`config.mk`:
```
export PLATFORM = sky130hd
export DESIGN_NAME = cache_line_adapter
export DESIGN_NICKNAME = d
export VERILOG_FILES = /design/src/rtl/cache_line_adapter.sv
export SDC_FILE = /design/constraint.sdc
export NUM_CORES = 1
export LEC_CHECK = 0
export ABC_AREA = 1
export CORE_MARGIN = 1
export CORE_UTILIZATION = 40
export DETAILED_ROUTE_END_ITERATION = 7
export PLACE_DENSITY = 0.68
export SYNTH_ARGS = -nofsm -noshare
export SYNTH_HDL_FRONTEND = slang
export SYNTH_SLANG_ARGS = --single-unit
```
`constraint.sdc`:
```
create_clock -name clk -period 3.7 [get_ports clk]
set_input_delay 0.74 -clock clk [delete_from_list [all_inputs] [get_ports clk]]
set_output_delay 0.74 -clock clk [all_outputs]
set_load 0.1 [all_outputs]
```
`src/rtl/cache_line_adapter.sv`:
```
// Adapts whole-line cache fill/writeback requests into a sequence of 32-bit
// word accesses to main memory, assembling fill words back into a line.
module cache_line_adapter #(
    parameter int s_offset = 5,
    parameter int s_words  = 2 ** (s_offset - 2),
    parameter int s_line   = 8 * (2 ** s_offset)
) (
    input  logic              clk,
    input  logic              rst,
    input  logic              line_read_req,
    input  logic              line_write_req,
    input  logic [31:0]       line_addr,
    input  logic [s_line-1:0] line_wdata,
    output logic [s_line-1:0] line_rdata,
    output logic              line_ready,
    output logic              busy,
    output logic              mem_req,
    output logic              mem_we,
    output logic [31:0]       mem_addr,
    output logic [31:0]       mem_wdata,
    input  logic [31:0]       mem_rdata,
    input  logic              mem_ack
);

    localparam int CntW = (s_words > 1) ? $clog2(s_words) : 1;
    localparam logic [CntW-1:0] LastCnt = CntW'(s_words - 1);

    typedef enum logic [1:0] {
        IDLE  = 2'd0,
        READ  = 2'd1,
        WRITE = 2'd2,
        DONE  = 2'd3
    } state_t;

    state_t            state_r;
    state_t            stateNext_s;
    logic [CntW-1:0]   cnt_r;
    logic [CntW-1:0]   cntNext_s;
    logic [31:0]       base_r;
    logic [31:0]       baseNext_s;
    logic [s_line-1:0] wbuf_r;
    logic [s_line-1:0] wbufNext_s;
    logic [s_line-1:0] rdataNext_s;
    logic              reqNext_s;
    logic              weNext_s;
    logic [31:0]       addrNext_s;
    logic [31:0]       wdataNext_s;

    function automatic logic [31:0] wordAt(input logic [s_line-1:0] line,
                                           input logic [CntW-1:0]   idx);
        return line[32*int'(idx) +: 32];
    endfunction

    // Base is line-aligned, so adding the word offset never carries out of the line.
    function automatic logic [31:0] wordAddr(input logic [31:0]     base,
                                             input logic [CntW-1:0] idx);
        return base + (32'(idx) * 32'd4);
    endfunction

    // Next-state, word counter, latched request and fill-line update.
    always_comb begin
        stateNext_s = state_r;
        cntNext_s   = cnt_r;
        baseNext_s  = base_r;
        wbufNext_s  = wbuf_r;
        rdataNext_s = line_rdata;
        case (state_r)
            IDLE: begin
                if (line_write_req) begin
                    baseNext_s  = {line_addr[31:s_offset], {s_offset{1'b0}}};
                    wbufNext_s  = line_wdata;
                    cntNext_s   = {CntW{1'b0}};
                    stateNext_s = WRITE;
                end else if (line_read_req) begin
                    baseNext_s  = {line_addr[31:s_offset], {s_offset{1'b0}}};
                    cntNext_s   = {CntW{1'b0}};
                    stateNext_s = READ;
                end else begin
                    stateNext_s = IDLE;
                end
            end
            READ, WRITE: begin
                if (mem_ack) begin
                    if (state_r == READ) begin
                        rdataNext_s[32*int'(cnt_r) +: 32] = mem_rdata;
                    end else begin
                        rdataNext_s = line_rdata;
                    end
                    if (cnt_r == LastCnt) begin
                        stateNext_s = DONE;
                    end else begin
                        cntNext_s = cnt_r + {{(CntW-1){1'b0}}, 1'b1};
                    end
                end else begin
                    stateNext_s = state_r;
                end
            end
            DONE: begin
                stateNext_s = IDLE;
            end
            default: begin
                stateNext_s = IDLE;
            end
        endcase
    end

    // Outputs are decoded from the next state so they can be registered without adding latency.
    always_comb begin
        reqNext_s   = (stateNext_s == READ) || (stateNext_s == WRITE);
        weNext_s    = (stateNext_s == WRITE);
        addrNext_s  = reqNext_s ? wordAddr(baseNext_s, cntNext_s) : 32'h0000_0000;
        wdataNext_s = weNext_s ? wordAt(wbufNext_s, cntNext_s) : 32'h0000_0000;
    end

    // State and registered outputs; reset also discards any partially filled line.
    always_ff @(posedge clk) begin
        if (rst) begin
            state_r    <= IDLE;
            cnt_r      <= {CntW{1'b0}};
            base_r     <= 32'h0000_0000;
            wbuf_r     <= {s_line{1'b0}};
            line_rdata <= {s_line{1'b0}};
            line_ready <= 1'b0;
            busy       <= 1'b0;
            mem_req    <= 1'b0;
            mem_we     <= 1'b0;
            mem_addr   <= 32'h0000_0000;
            mem_wdata  <= 32'h0000_0000;
        end else begin
            state_r    <= stateNext_s;
            cnt_r      <= cntNext_s;
            base_r     <= baseNext_s;
            wbuf_r     <= wbufNext_s;
            line_rdata <= rdataNext_s;
            line_ready <= (stateNext_s == DONE);
            busy       <= (stateNext_s != IDLE);
            mem_req    <= reqNext_s;
            mem_we     <= weNext_s;
            mem_addr   <= addrNext_s;
            mem_wdata  <= wdataNext_s;
        end
    end

endmodule

```
==> impl_metrics.ini <==
[timing]
rsz0062_at_grt = false
slew-limit-headroom = 0.238
setup_tns_ns = 0
timing_hold_violations_final = 0
final-max-slew-violation-count = 0
achievable-frequency_ghz = 0.308
fin_ws_ns = 0.454
finClkSkew_ns = 0.0244
timing.final.setup_violations = 0
worst_pin_slew_ns = 1.14
finalCriticalPeriod_ns = 3.25
final.period_utilization = 0.877

[yosys]
synth_area_per_cell_um2 = 7.85
ys_async_sr_fraction = 0
synth-edff-count = 0
syn_nets = 3547
yosys_warnings = 0
synth_top_cell_area_share = 0.491
synth_largest_area_cell = sky130_fd_sc_hd__dfxtp_1
syn_area_um2 = 25200
synth_seq_area_share = 0.491
synth_area_leaders = sky130_fd_sc_hd__dfxtp_1 49%, sky130_fd_sc_hd__nor2_1 11%, sky130_fd_sc_hd__mux2i_1 10%
yosys.cell_types.count = 33
postSynthRegisterBits = 617
postSynth.topFlopCell = sky130_fd_sc_hd__dfxtp_1
synth_cells = 3206

[floorplan]
boundaryPins = 649
dieArea_um2 = 63900
initial_core_util = 0.406
die_height_um = 253
die_w_um = 253
fp-row-count = 91
floorplan.core_area_um2 = 61900

[worst_setup_path]
crit_path_end_kind = flop
critical_path_peak_fanout = 65
required_ns = 4.24
critical-path-max-stage-delay_ns = 0.71
cells_along_the_critical_path = inv_1 > ha_1 > inv_2 > nor2_1 > o21ai_0 > nand2_4 > inv_2 > buf_4 > nand3_1 > nand2_1 > nor2_1 > nor2_1
cpMaxStageDelayCell = sky130_fd_sc_hd__buf_4
timing.setup.critical_path_class = reg -> reg
critical_path_arrival_ns = 3.79
cp-start-kind = flop
worst_path_most_repeated_cell = sky130_fd_sc_hd__nor2_1

[placement]
buffer_ports.inserted = 643
placedCellCount = 4516
place.gp.congestion = 0.929
pre_cts_ws_ns = 0.0627
place_hpwl_mm = 66.4
dpl-instance-area_um2 = 32200

[route]
drtIter0Drc = 2104
antenna_violating_nets_post_route = 0
drc_errors = 0
wl_per_cell_um = 20.4
route.vias.total = 24100
avgViaCountPerCell = 5.19
detailedRoute.firstPassIterationCount = 6
wl_mm = 94.5

[global_route]
gr-total-overflow = 0
grt_pass1_wl_mm = 138
first_global_vias = 22100
grt_start_max_net_pins = 177
antenna_found_initial = 30
globalRouteTotalUtil = 0.286

[power]
leakagePower_nw = 15.6
peak_supply_drop_v = 0.000356
power-per-cell-area_nw_per_um2 = 473

[clock_network]
postCtsSetupRepairBufs = 0
ctsRootBufferMaster = sky130_fd_sc_hd__clkbuf_16
path_clk_slew_ns = 0.06
post_cts.resized_instances = 0
cts_made_buffers = 68
clock_latency_reported_for_the_late_side_of_the_worst_skew_pair_ns = 0.61
cts_hold_repair.buffers = 0
cts.sinks = 617
cts_max_level = 3
cts-root-to-sink-buffers = 3
cts_tree = done

[layout]
final-instance-count-excl-fill = 4642
area_growth_syn_to_layout_pct = 36.9
layout-drive-gt1-share = 0.0655
final_cell_area_um2 = 34500
multi_input_gate_area_um2 = 11500
nFillCells = 5836
final_net_count = 4090
final-seq-area_um2 = 12400

[run]
maxCapViolCount = 0

[min_path]
worst_hold_path_type = reg -> reg

[run_status]
run_status = completed
-- worst paths after layout --
| check | start | endpoint | slack (ns) | cells past startpoint |
|---|---|---|---|---|
| max reg2reg | cnt_r[1] | mem_wdata[9] | 0.45 | 12 |
| max | cnt_r[1] | mem_wdata[9] | 0.45 | 12 |
| min | base_r[0] | mem_addr[0] | 0.44 | 2 |
| min reg2reg | base_r[0] | mem_addr[0] | 0.44 | 2 |
-- cell usage after synthesis, types with 13 or more instances --
cell type / number
sky130_fd_sc_hd__buf_2: 69
sky130_fd_sc_hd__o21ai_1: 18
sky130_fd_sc_hd__dfxtp_1: 617
sky130_fd_sc_hd__nor2_1: 723
sky130_fd_sc_hd__nand3_1: 243
sky130_fd_sc_hd__nor3_1: 68
sky130_fd_sc_hd__inv_2: 15
sky130_fd_sc_hd__buf_1: 13
sky130_fd_sc_hd__nand2_1: 483
sky130_fd_sc_hd__a21oi_1: 130
sky130_fd_sc_hd__o211a_1: 28
sky130_fd_sc_hd__mux2i_1: 256
sky130_fd_sc_hd__clkbuf_1: 132
sky130_fd_sc_hd__inv_1: 100
sky130_fd_sc_hd__ha_1: 15
sky130_fd_sc_hd__o21ai_0: 239
-- through the flow --
| stage | power [mW] | hold slack, ns | util |
|---|---|---|---|
| detailed placement | 9.53 | 0.437 | 0.520 |
| CTS | 16.4 | 0.445 | 0.556 |
| global placement | 9.51 | 0.432 | 0.520 |
| finish | 16.3 | 0.442 | 0.556 |
| floorplan | 8.66 | 0.424 | - |
| global route | 16.9 | 0.465 | 0.556 |
-- sequential cells by signal (all words and copies together) (netlist names), 2 cells and up --
| register | flops |
|---|---|
| base_r | 32 |
| cnt_r | 3 |
| line_rdata | 256 |
| mem_addr | 32 |
| mem_wdata | 32 |
| state_r | 2 |
| wbuf_r | 256 |
-- power by group --
group          total, mW  leakage, nW  switching [mW]  internal, mW
logic               2.41         9.43            1.53         0.882
registers           6.98         5.03          0.0758          6.91
clock network       6.92         1.10            2.79          4.12
total               16.3         15.6            4.40          11.9
-- layer usage --
metal	vias up	routed length, µm	part of all wire	GRT usage
met5	-	330	0.0035	0
met4	48	3750	0.040	0.118
met3	220	9090	0.096	0.0926
met2	954	44300	0.47	0.471
met1	11300	37000	0.39	0.341
li1	11600	-	-	-
-- cell families after synthesis --
group / synth area share
buffers and inverters: 0.0559
AOI/OAI and AO/OA: 0.0907
DFF: 0.491
and+or+nand+nor: 0.253
muxes: 0.102
adders and majority gates: 0.00825
-- layout make-up --
| cell class | instances | share of cell area |
|---|---|---|
| Antenna cell | 5 | 0.000363 |
| Clock buffer | 104 | 0.0574 |
| Clock inverter | 17 | 0.00813 |
| Inverter | 118 | 0.0130 |
| Multi-Input combinational cell | 2247 | 0.334 |
| Sequential cell | 617 | 0.358 |
| Tap cell | 837 | 0.0304 |
| Timing Repair Buffer | 697 | 0.199 |
-- cell usage in the layout, fill, tap and decap left out, types with 5 or more instances in the layout --
cell type                         netlist  final
sky130_fd_sc_hd__ha_1                  15     15
sky130_fd_sc_hd__nand3b_1               7      7
sky130_fd_sc_hd__mux2i_1              256    256
sky130_fd_sc_hd__buf_12                 0      9
sky130_fd_sc_hd__diode_2                0      5
sky130_fd_sc_hd__o21ai_0              239    238
sky130_fd_sc_hd__inv_2                 15     16
sky130_fd_sc_hd__nand2_2                7      9
sky130_fd_sc_hd__dfxtp_1              617    617
sky130_fd_sc_hd__a21oi_1              130    130
sky130_fd_sc_hd__clkbuf_1             132     23
sky130_fd_sc_hd__buf_4                 10     88
sky130_fd_sc_hd__clkdlybuf4s50_1        0    599
sky130_fd_sc_hd__o21ai_1               18     18
sky130_fd_sc_hd__nand3_1              243    243
sky130_fd_sc_hd__o211a_1               28     28
sky130_fd_sc_hd__nand2_1              483    478
sky130_fd_sc_hd__nor3_1                68     66
sky130_fd_sc_hd__clkbuf_8               0     12
sky130_fd_sc_hd__nor2_2                 9     10
sky130_fd_sc_hd__inv_1                100     97
sky130_fd_sc_hd__bufinv_16              0      6
sky130_fd_sc_hd__clkbuf_16              0     69
sky130_fd_sc_hd__nor2_1               723    721
-- worst max-delay path: cells and delay by family, from the launching register on --
family / cells / cell delay [ns]
AOI/OAI and AO/OA: 1 / 0.29
adders and majority gates: 1 / 0.32
buffers and inverters: 4 / 1.22
DFF: 1 / 0.43
and+or+nand+nor: 6 / 0.81
Power figures use the tool's default switching activity.
